$ cat src/rtl/read_return_collector.sv
// Collects DDR2 read-return beats against a FIFO of outstanding read tags,
// checks each beat's address and hands the words to the host through a data FIFO.
//
// state       | meaning
// ------------+-------------------------------------------------------------
// ST_IDLE     | no burst in progress; a beat here opens the oldest tag
// ST_COLLECT  | burst open; every beat advances the index until the last one
module read_return_collector #(
    parameter int REQ_DEPTH  = 4,
    parameter int DATA_DEPTH = 16
) (
    input  logic        clk,
    input  logic        reset,
    input  logic        req_valid,
    input  logic [24:0] req_addr,
    input  logic [1:0]  req_sz,
    output logic        req_ready,
    input  logic        validout,
    input  logic [15:0] dout,
    input  logic [24:0] raddr,
    output logic        out_valid,
    input  logic        out_ready,
    output logic [15:0] out_data,
    output logic [24:0] out_addr,
    output logic        out_last,
    output logic        done,
    output logic        busy,
    output logic        err_addr,
    output logic        err_unexp,
    output logic        err_ovf,
    output logic [15:0] req_count
);

    localparam int RAW = $clog2(REQ_DEPTH);
    localparam int DAW = $clog2(DATA_DEPTH);

    typedef enum logic {ST_IDLE, ST_COLLECT} state_t;

    state_t state, state_next;

    logic [26:0]  tag_mem [REQ_DEPTH];
    logic [RAW-1:0] tag_wr, tag_rd;
    logic [RAW:0]   tag_cnt;
    logic         tag_push, tag_pop, tag_empty;
    logic [24:0]  head_addr;
    logic [1:0]   head_sz;

    logic [41:0]  data_mem [DATA_DEPTH];
    logic [DAW-1:0] data_wr, data_rd;
    logic [DAW:0]   data_cnt;
    logic         data_push, data_pop, data_full;
    logic [41:0]  data_head;

    logic [24:0]  cur_addr;
    logic [1:0]   cur_sz;
    logic [4:0]   beat_cnt;
    logic         beat_take, beat_last, beat_unexp;
    logic [24:0]  beat_base;
    logic [4:0]   beat_idx;
    logic [24:0]  exp_addr;

    // Tag FIFO
    assign req_ready = (tag_cnt != (RAW+1)'(REQ_DEPTH));
    assign tag_empty = (tag_cnt == '0);
    assign tag_push  = req_valid & req_ready;
    assign head_addr = tag_mem[tag_rd][26:2];
    assign head_sz   = tag_mem[tag_rd][1:0];

    always_ff @(posedge clk) begin
        if (tag_push)
            tag_mem[tag_wr] <= {req_addr, req_sz};
    end

    always_ff @(posedge clk) begin
        if (!reset) begin
            tag_wr  <= '0;
            tag_rd  <= '0;
            tag_cnt <= '0;
        end else begin
            if (tag_push)
                tag_wr <= tag_wr + RAW'(1);
            if (tag_pop)
                tag_rd <= tag_rd + RAW'(1);
            case ({tag_push, tag_pop})
                2'b10:   tag_cnt <= tag_cnt + (RAW+1)'(1);
                2'b01:   tag_cnt <= tag_cnt - (RAW+1)'(1);
                default: tag_cnt <= tag_cnt;
            endcase
        end
    end

    // Burst sequencing
    always_ff @(posedge clk) begin
        if (!reset)
            state <= ST_IDLE;
        else
            state <= state_next;
    end

    always_comb begin
        state_next = state;
        tag_pop    = 1'b0;
        beat_take  = 1'b0;
        beat_last  = 1'b0;
        beat_unexp = 1'b0;
        beat_base  = cur_addr;
        beat_idx   = beat_cnt;
        case (state)
            ST_IDLE: begin
                if (validout) begin
                    if (!tag_empty) begin
                        tag_pop    = 1'b1;
                        beat_take  = 1'b1;
                        beat_base  = head_addr;
                        beat_idx   = '0;
                        state_next = ST_COLLECT;
                    end else begin
                        beat_unexp = 1'b1;
                    end
                end
            end
            ST_COLLECT: begin
                if (validout) begin
                    beat_take = 1'b1;
                    beat_last = (beat_cnt == {cur_sz, 3'b111});
                    if (beat_last)
                        state_next = ST_IDLE;
                end
            end
            default: state_next = ST_IDLE;
        endcase
    end

    // Beat 0 of a burst is never its last beat, since the shortest burst is 8.
    assign exp_addr = beat_base + {20'd0, beat_idx};
    assign busy     = (state == ST_COLLECT);

    always_ff @(posedge clk) begin
        if (!reset) begin
            cur_addr  <= '0;
            cur_sz    <= '0;
            beat_cnt  <= '0;
            done      <= 1'b0;
            req_count <= '0;
            err_addr  <= 1'b0;
            err_unexp <= 1'b0;
            err_ovf   <= 1'b0;
        end else begin
            done <= beat_take & beat_last;
            if (beat_take & beat_last & (req_count != 16'hFFFF))
                req_count <= req_count + 16'd1;
            if (tag_pop) begin
                cur_addr <= head_addr;
                cur_sz   <= head_sz;
                beat_cnt <= 5'd1;
            end else if (beat_take) begin
                beat_cnt <= beat_last ? 5'd0 : beat_cnt + 5'd1;
            end
            if (beat_take && (raddr != exp_addr))
                err_addr <= 1'b1;
            if (beat_unexp)
                err_unexp <= 1'b1;
            if (beat_take && !data_push)
                err_ovf <= 1'b1;
        end
    end

    // Data FIFO; a full FIFO still takes a beat when the host pops the same cycle.
    assign out_valid = (data_cnt != '0);
    assign data_full = (data_cnt == (DAW+1)'(DATA_DEPTH));
    assign data_pop  = out_valid & out_ready;
    assign data_push = beat_take & (!data_full | data_pop);
    assign data_head = data_mem[data_rd];
    assign out_data  = out_valid ? data_head[41:26] : '0;
    assign out_addr  = out_valid ? data_head[25:1]  : '0;
    assign out_last  = out_valid & data_head[0];

    always_ff @(posedge clk) begin
        if (data_push)
            data_mem[data_wr] <= {dout, raddr, beat_last};
    end

    always_ff @(posedge clk) begin
        if (!reset) begin
            data_wr  <= '0;
            data_rd  <= '0;
            data_cnt <= '0;
        end else begin
            if (data_push)
                data_wr <= data_wr + DAW'(1);
            if (data_pop)
                data_rd <= data_rd + DAW'(1);
            case ({data_push, data_pop})
                2'b10:   data_cnt <= data_cnt + (DAW+1)'(1);
                2'b01:   data_cnt <= data_cnt - (DAW+1)'(1);
                default: data_cnt <= data_cnt;
            endcase
        end
    end

endmodule

$ cat config.mk
export PLATFORM = sky130hd
export DESIGN_NAME = read_return_collector
export DESIGN_NICKNAME = d
export VERILOG_FILES = /design/src/rtl/read_return_collector.sv
export SDC_FILE = /design/constraint.sdc
export NUM_CORES = 1
export LEC_CHECK = 0
export CORE_MARGIN = 10
export CORE_UTILIZATION = 50
export CTS_BUF_LIST = sky130_fd_sc_hd__clkbuf_4 sky130_fd_sc_hd__clkbuf_8
export DETAILED_ROUTE_END_ITERATION = 8
export PLACE_DENSITY = 0.68
export SLEW_MARGIN = 20
export SYNTH_ARGS = -nofsm -noshare
export SYNTH_HDL_FRONTEND = slang
export SYNTH_SLANG_ARGS = --single-unit
$ cat constraint.sdc
create_clock -name clk -period 6.9 [get_ports clk]
set_clock_uncertainty 0.2 [all_clocks]
set_input_delay 1.38 -clock clk [delete_from_list [all_inputs] [get_ports clk]]
set_output_delay 1.38 -clock clk [all_outputs]
set_load 0.05 [all_outputs]
Yosys cells after proc, flatten, opt, wreduce, memory -nomap -nowiden
Memories as Yosys holds them, arrays and structs flattened. A register that Yosys moved wholly into a read port is not among the register bits.
Index checks and enable logic that the tools add are counted.
{ "totals": {"elab_cells": 91, "regBits": 73, "mem_bits_rw": 780, "memories": 2, "in_bits": 73, "output_inout_bits": 65} }
{ "memory_table": {"columns": ["name", "words", "word_bits", "read_ports", "rd_clocked_by_memory_dff", "wr", "line_no", "source"], "rows": [
  ["data_mem", 16, 42, 1, 1, 1, "48", "logic [41:0] data_mem [DATA_DEPTH];"],
  ["tag_mem", 4, 27, 1, 1, 1, "41", "logic [26:0] tag_mem [REQ_DEPTH];"]
]} }
{ "classes": {"muxes": 34, "n_reduce_logical": 10, "addsub": 11, "n_eq_ne": 9, "n_bitwise": 9} }
{ "op_table": {"columns": ["operator", "count"], "rows": [
  ["two-way mux 25 bit", 4],
  ["adder 25 x 5 -> 25 bit", 1],
  ["inequality test 25 bit", 1],
  ["two-way mux 5 bit", 4],
  ["two-way mux 1 bit", 17],
  ["adder 16 x 1 -> 16 bit (second input constant)", 1],
  ["two-way mux 16 bit", 1],
  ["inequality test 16 bit (second input constant)", 1],
  ["adder 5 x 1 -> 5 bit (second input constant)", 2],
  ["one-hot mux 5 bit (2 select lines)", 1],
  ["adder 4 x 1 -> 4 bit (second input constant)", 2],
  ["two-way mux 4 bit", 2],
  ["AND 1 bit", 6],
  ["one-hot mux 3 bit (2 select lines)", 1],
  ["nonzero test 2 bit", 3],
  ["== test 5 bit", 1],
  ["== test 5 bit (second input constant)", 1],
  ["nonzero test 5 bit", 1],
  ["subtractor 5 x 1 -> 5 bit (second input constant)", 1],
  ["adder 2 x 1 -> 2 bit (second input constant)", 2],
  ["== test 2 x 1 -> 1 bit (second input constant)", 2],
  ["== test 2 bit (second input constant)", 2],
  ["two-way mux 2 bit", 2],
  ["one-hot mux 1 bit (2 select lines)", 2],
  ["other kinds (9)", 12]
]} }

Longest topological paths before layout
Gate-level depths: netlist of the first run.
{ "logic_depth": {"depth_word": 7, "depth_mapped": 20, "ltp_nobuf": 16} }

Least setup slack after synthesis of the first run
No wires, ideal clock.
{ "synth_path": {"path_kind": "in2reg", "start": "in validout", "end": "mem data_mem[3][0], enable pin", "setup_ns": 0.494, "path_buffers": 0, "required_time_ns": 6.206, "setup_slack_ns": 1.184, "stages": 4, "arrival_ns": 5.022, "cell_sequence": "o21ai_0 > nor2_1 > nand2_1 > nor3_1"} }
{ "synth_between": {"elab_chain_len": 5, "word_cells_on_any_way": 6, "classes_between": "mux (5); bitwise (1)"} }
{ "synth_lines": {"columns": ["item", "line_no", "source"], "rows": [
  ["start, declared", "18", "input logic validout,"],
  ["two-way mux 1 bit (on tied branches)", "123, 110", null],
  ["one-hot mux 1 bit (2 select lines) *", "108", "case (state)"],
  ["AND 1 bit *", "172", "assign data_push = beat_take & (!data_full | data_pop);"],
  ["two-way mux 1 bit *", "179", "if (data_push)"],
  ["two-way mux 1 bit (implied by the code) *", "180", "data_mem[data_wr] <= {dout, raddr, beat_last};"],
  ["end, declared", "48", null]
]} }
Every way passes the cells marked *; elsewhere a longest branch is shown, timed or not.

==> results of run 1 <==
[final cells by class]
type,instances,area [µm²]
Clock inverter,52,359
Timing Repair Buffer,180,1760
Clock buffer,195,2420
Multi-Input combinational cell,693,8430
Fill cell,4880,27900
Antenna cell,1,2.50
Inverter,17,70.1
Tap cell,873,1090
Sequential cell,859,25000
[per-layer routing]
layer	share of wire [%]	wire length, µm
met5	0.017	12
met4	2.1	1500
met3	6.9	4930
met2	50	35700
met1	41	29500
[per-stage QoR]
step | util [%] | area, µm²
floorplan | - | 33700
global placement | 54.2 | 36400
detailed placement | 54.2 | 36400
CTS | 58.4 | 39100
global route | 58.4 | 39100
finish | 58.4 | 39100
[path summary, 6_finish.rpt]
path,slack (ns),startpoint,depth (start not counted),to
worst max-delay path,1.20,register,5,out_addr[14]
worst min-delay path,0.28,cur_sz[0],2,cur_sz[0]
worst max register to register,2.55,tag_cnt[0],16,err_addr
worst min register to register,0.28,cur_sz[0],2,cur_sz[0]
[registers in the layout, indices dropped and copies added, names as in the netlist, 2 cells and up, named ones only]
register	cells
beat_cnt	5
tag_rd	2
req_count	16
tag_cnt	3
data_cnt	5
cur_sz	2
data_wr	4
data_mem	672
tag_wr	2
data_rd	4
tag_mem	108
cur_addr	25
[worst min-delay path: cells and delay by family (launching register included)]
kind,cells,cell delay [ns]
DFF,1,0.32
AOI/OAI and AO/OA,1,0.05
and+or+nand+nor,1,0.06
[cell usage after synthesis (10+ instances only)]
cell / count / share of area (%)
mux4_2: 237 / 16
dfxtp_1: 79 / 4.7
inv_1: 15 / 0.17
o21ai_0: 13 / 0.19
nand3_1: 22 / 0.33
nand2_1: 50 / 0.56
edfxtp_1: 780 / 69
nand4_1: 11 / 0.20
buf_1: 14 / 0.16
clkbuf_1: 51 / 0.57
a21oi_1: 24 / 0.36
and2_1: 62 / 1.2
nor2_1: 79 / 0.88
xnor2_1: 36 / 0.94
ha_1: 20 / 0.74
xor2_1: 30 / 0.78
nor3_1: 10 / 0.15
mux2i_1: 14 / 0.42
[kinds of logic (layout without fill, tap and decap cells)]
logic type,count (synthesis),count (layout),share of synthesized area [%]
flops,859,859,74.2
compound gates,65,65,1.21
other cells,0,1,0
xor+xnor,66,66,1.71
simple gates,280,280,4.29
buf+inv,93,444,1.18
fa+ha+maj,23,23,0.920
mux,259,259,16.5
[power by group through the flow]
stage / Combinational (mW) / Clock (mW) / Sequential (mW)
floorplan: 2.56 / 0 / 6.20
global placement: 3.67 / 0 / 6.23
detailed placement: 3.70 / 0 / 6.25
CTS: 3.72 / 4.43 / 6.14
global route: 3.90 / 4.68 / 6.17
finish: 3.65 / 4.32 / 6.14
==> flow_summary.json, run 1 <==
{
  "cts_tree": "built",
  "min_period_ns": 5.70,
  "comb_power_share_pct": 25.9,
  "setup_ws_ns": 1.20,
  "required_ns": 5.32,
  "cts_setup_buffers": 0,
  "cp-end-kind": "primary output",
  "fin_crit_sh_pct": 82.6,
  "cap_violations": 0,
  "first_pass_iters": 5,
  "row_count": 95,
  "wl_mm": 71.6,
  "clk_pin_slew_ns": 0.06,
  "worst_hold_slack_ns": 0.275,
  "synth_edf_count": 780,
  "grt_usage_pct": 18.8,
  "min_path_type": "register to register",
  "busiest_layer": "met2",
  "grt_setup_unrepaired": "false",
  "switching_share_pct": 30.4,
  "place.gp.congestion": 0.837,
  "leakage_nw": 12.4,
  "max_stage_delay_ns": 0.82,
  "layout.cells.non_filler": 2870,
  "grt_pass1_vias": 17700,
  "place_ws_ns": 1.12,
  "fmax_ghz": 0.176,
  "max_slew_margin_pct": 30.5,
  "root_buffer": "clkbuf_8",
  "synth_cell_type_count": 60,
  "p_total_mw": 14.1,
  "dp.cells": 2622,
  "ys_ff_latch": 859,
  "die_w_um": 280,
  "ys_seq_area_share_pct": 74.2,
  "hpwlAfterDp_mm": 41.5,
  "synth_nets": 1741,
  "async_reset_ff_share_pct": 0,
  "use_met2_pct": 30.6,
  "clock_power_share_pct": 30.6,
  "critPathKind": "register to primary output",
  "cp_num_buf_inv": 2,
  "hold_buffers": 0,
  "grt_overflow_total": 0,
  "setup_tns_ns": 0,
  "crit_chain": "buf_12 > mux4_2 > mux4_2 > and2_1 > clkdlybuf4s50_1",
  "setup_viol": 0,
  "drt_iter0_markers": 1222,
  "antenna_found_initial": 2,
  "clk_latency_ns": 0.80,
  "vias_per_cell": 5.77,
  "synthesis.instances": 1645,
  "avgSynthCellArea_um2": 20.5,
  "status": "completed",
  "grt_pass1_wl_mm": 110,
  "routedWlPerCell_um": 25.0,
  "power.switching_mw": 4.29,
  "synth-warning-count": 0,
  "drv_slew": 0,
  "final_antenna_net_count": 0,
  "cts_repair_resize_count": 0,
  "area_growth_syn_to_layout_pct": 16.1,
  "layout_common_cells": "780 x edfxtp_1, 237 x mux4_2, 153 x clkbuf_8",
  "worstPathArrival_ns": 4.12,
  "finalHoldViolCount": 0,
  "powerDensity_nw_per_um2": 360,
  "yosys_most_used_dff": "edfxtp_1",
  "cp_common_cell": "mux4_2",
  "seqPwrFrac_pct": 43.5,
  "vdd_ir_drop_max_v": 0.000249,
  "cts.sinks": 859,
  "worstMarginPinSlew_ns": 1.04,
  "path_max_fanout": 48,
  "vias": 16600,
  "critPathLaunchType": "register",
  "io_pins": 138,
  "numCtsBuffers": 140,
  "chipHeight_um": 280,
  "netlist_area_um2": 33700,
  "drc": 0,
  "p_int_mw": 9.82,
  "final_common_cell": "edfxtp_1",
  "use_met1_pct": 24.7,
  "die-area_um2": 78200,
  "drive_gt1_share_pct": 26.9,
  "cts_max_path_buffers": 3,
  "layout.nets": 1987,
  "ctsHtreeMaxLevel": 4,
  "cp_top_family": "buffers and inverters",
  "initial_core_util_pct": 50.3,
  "core_area_um2": 67000,
  "cp_slowest_cell": "dfxtp_4",
  "port_buffers": 137,
  "grt_start_max_net_pins": 78,
  "grt_util_met3_pct": 4.82
}
Note: power is estimated with default switching activity, not from simulation.
==> run 2, diff against run 1 <==
Settings changed: PLACE_DENSITY 0.68 to 0.7.
Clock period 6.9 ns to 4.7 ns, I/O delays scaled along.
==> run 2 against run 1 <==
Highest routed layer unchanged; total power up 48%; critical path depth unchanged; design area is 1.9% higher; critical path type unchanged; worst hold slack improved by 0.00089 ns; cell count increased by 1.6%; via count up 1.6%; clock-buffer cell count is 2 higher; first-iteration DRC count is 7.7% higher; worst setup slack got worse by 1.0 ns; flip-flop and latch count did not move.
==> flow_summary.json, run 2 (same netlist as run 1, synthesis figures left out) <==
{
  "status": "completed",
  "row_count": 95,
  "chipHeight_um": 280,
  "area_growth_syn_to_layout_pct": 18.3,
  "worstPathArrival_ns": 3.39,
  "cts_max_path_buffers": 3,
  "critPathKind": "register to primary output",
  "drc": 0,
  "port_buffers": 137,
  "io_pins": 138,
  "vias_per_cell": 5.77,
  "place_ws_ns": -0.0870,
  "core_area_um2": 67000,
  "cts.sinks": 859,
  "layout_common_cells": "780 x edfxtp_1, 237 x mux4_2, 147 x clkbuf_8",
  "final_antenna_net_count": 0,
  "initial_core_util_pct": 50.3,
  "grt_setup_unrepaired": "false",
  "comb_power_share_pct": 25.7,
  "drv_slew": 0,
  "grt_usage_pct": 18.9,
  "clock_power_share_pct": 31.3,
  "hold_buffers": 0,
  "vias": 16800,
  "setup_tns_ns": 0,
  "root_buffer": "clkbuf_8",
  "die-area_um2": 78200,
  "hpwlAfterDp_mm": 42.5,
  "clk_pin_slew_ns": 0.06,
  "worstMarginPinSlew_ns": 0.925,
  "required_ns": 3.56,
  "drt_iter0_markers": 1316,
  "die_w_um": 280,
  "p_int_mw": 14.6,
  "critPathLaunchType": "register",
  "layout.nets": 2028,
  "worst_hold_slack_ns": 0.276,
  "setup_ws_ns": 0.174,
  "switching_share_pct": 30.3,
  "min_period_ns": 4.53,
  "cp-end-kind": "primary output",
  "final_util_pct": 59.5,
  "power.switching_mw": 6.32,
  "place.gp.congestion": 0.800,
  "leakage_nw": 12.8,
  "grt_pass1_wl_mm": 111,
  "fmax_ghz": 0.221,
  "seqPwrFrac_pct": 43.0,
  "clk_latency_ns": 0.77,
  "wl_mm": 71.9,
  "cap_violations": 0,
  "finalHoldViolCount": 0,
  "min_path_type": "register to register",
  "routedWlPerCell_um": 24.7,
  "r2r_slack_ns": 0.57,
  "largest_reg_flops": 672,
  "final_common_cell": "edfxtp_1",
  "grt_start_max_net_pins": 68,
  "grt_overflow_total": 0,
  "numCtsBuffers": 140,
  "max_slew_margin_pct": 38.4,
  "top_register": "data_mem",
  "largestRegisters": "data_mem (672), tag_mem (108), cur_addr (25)",
  "powerDensity_nw_per_um2": 523,
  "ctsHtreeMaxLevel": 4,
  "cts_tree": "built",
  "setup_viol": 0,
  "fin_crit_sh_pct": 96.3,
  "first_pass_iters": 5,
  "vdd_ir_drop_max_v": 0.000347,
  "drive_gt1_share_pct": 28.4,
  "fillers": 4784,
  "grt_pass1_vias": 18000,
  "antenna_found_initial": 5,
  "path_max_fanout": 48
}
[run 2: final cells by class]
type | instances | area [µm²] | share of cell area, %
sequential | 859 | 25000 | 62.7
multi-input combinational | 693 | 8440 | 21.2
clock buffer | 197 | 2400 | 6.01
timing repair buffer | 221 | 2400 | 6.01
tap | 873 | 1090 | 2.74
clock inverter | 55 | 465 | 1.17
inverter | 17 | 70.1 | 0.176
antenna | 2 | 5.00 | 0.0125
[run 2: path summary, 6_finish.rpt]
path	startpoint	end	cells after the start
setup / recovery	register	out_addr[16]	5
hold reg to reg	err_ovf	err_ovf	2
setup reg to reg	tag_cnt[2]	err_addr	15
hold / removal	err_ovf	err_ovf	2
[run 2: stage by stage]
stage               std cells  power [mW]  cell area [µm²]
floorplan                1645        12.8            33700
global placement         2658        14.7            37000
detailed placement       2658        14.8            37000
CTS                      2910        21.1            39800
global route             2917        21.8            39900
finish                   2917        20.9            39900
[run 2: power groups by stage]
stage / clock network [mW] / registers [mW] / logic [mW]
after floorplan: 0 / 9.09 / 3.76
after global placement: 0 / 9.11 / 5.58
after detailed placement: 0 / 9.14 / 5.65
after CTS: 6.70 / 8.98 / 5.45
after global routing: 7.06 / 9.02 / 5.75
final: 6.54 / 8.98 / 5.36
[run 2: critical path, cell delays in order (launching register included)]
cell and delay (ns):
dfxtp_4 0.48, buf_16 0.35, mux4_2 0.57, mux4_2 0.54, and2_1 0.19, dlygate4sd2_1 0.42
[run 2: timing repair]
item | in CTS | in global routing
resized for setup | 45 | 0
setup buffers | 0 | 5
endpoints found under the setup margin | 42 | 3
cloned | 0 | 0
hold endpoints to repair | 0 | 0
[run 2: per-layer routing]
| metal | GRT usage (%) | vias to the layer above | part of all wire [%] |
|---|---|---|---|
| met3 | 4.48 | 114 | 6.7 |
| li1 | - | 7310 | - |
| met1 | 24.4 | 8829 | 41 |
| met4 | 6.53 | 2 | 2.2 |
| met5 | 0 | - | 0.015 |
| met2 | 31.1 | 565 | 50 |
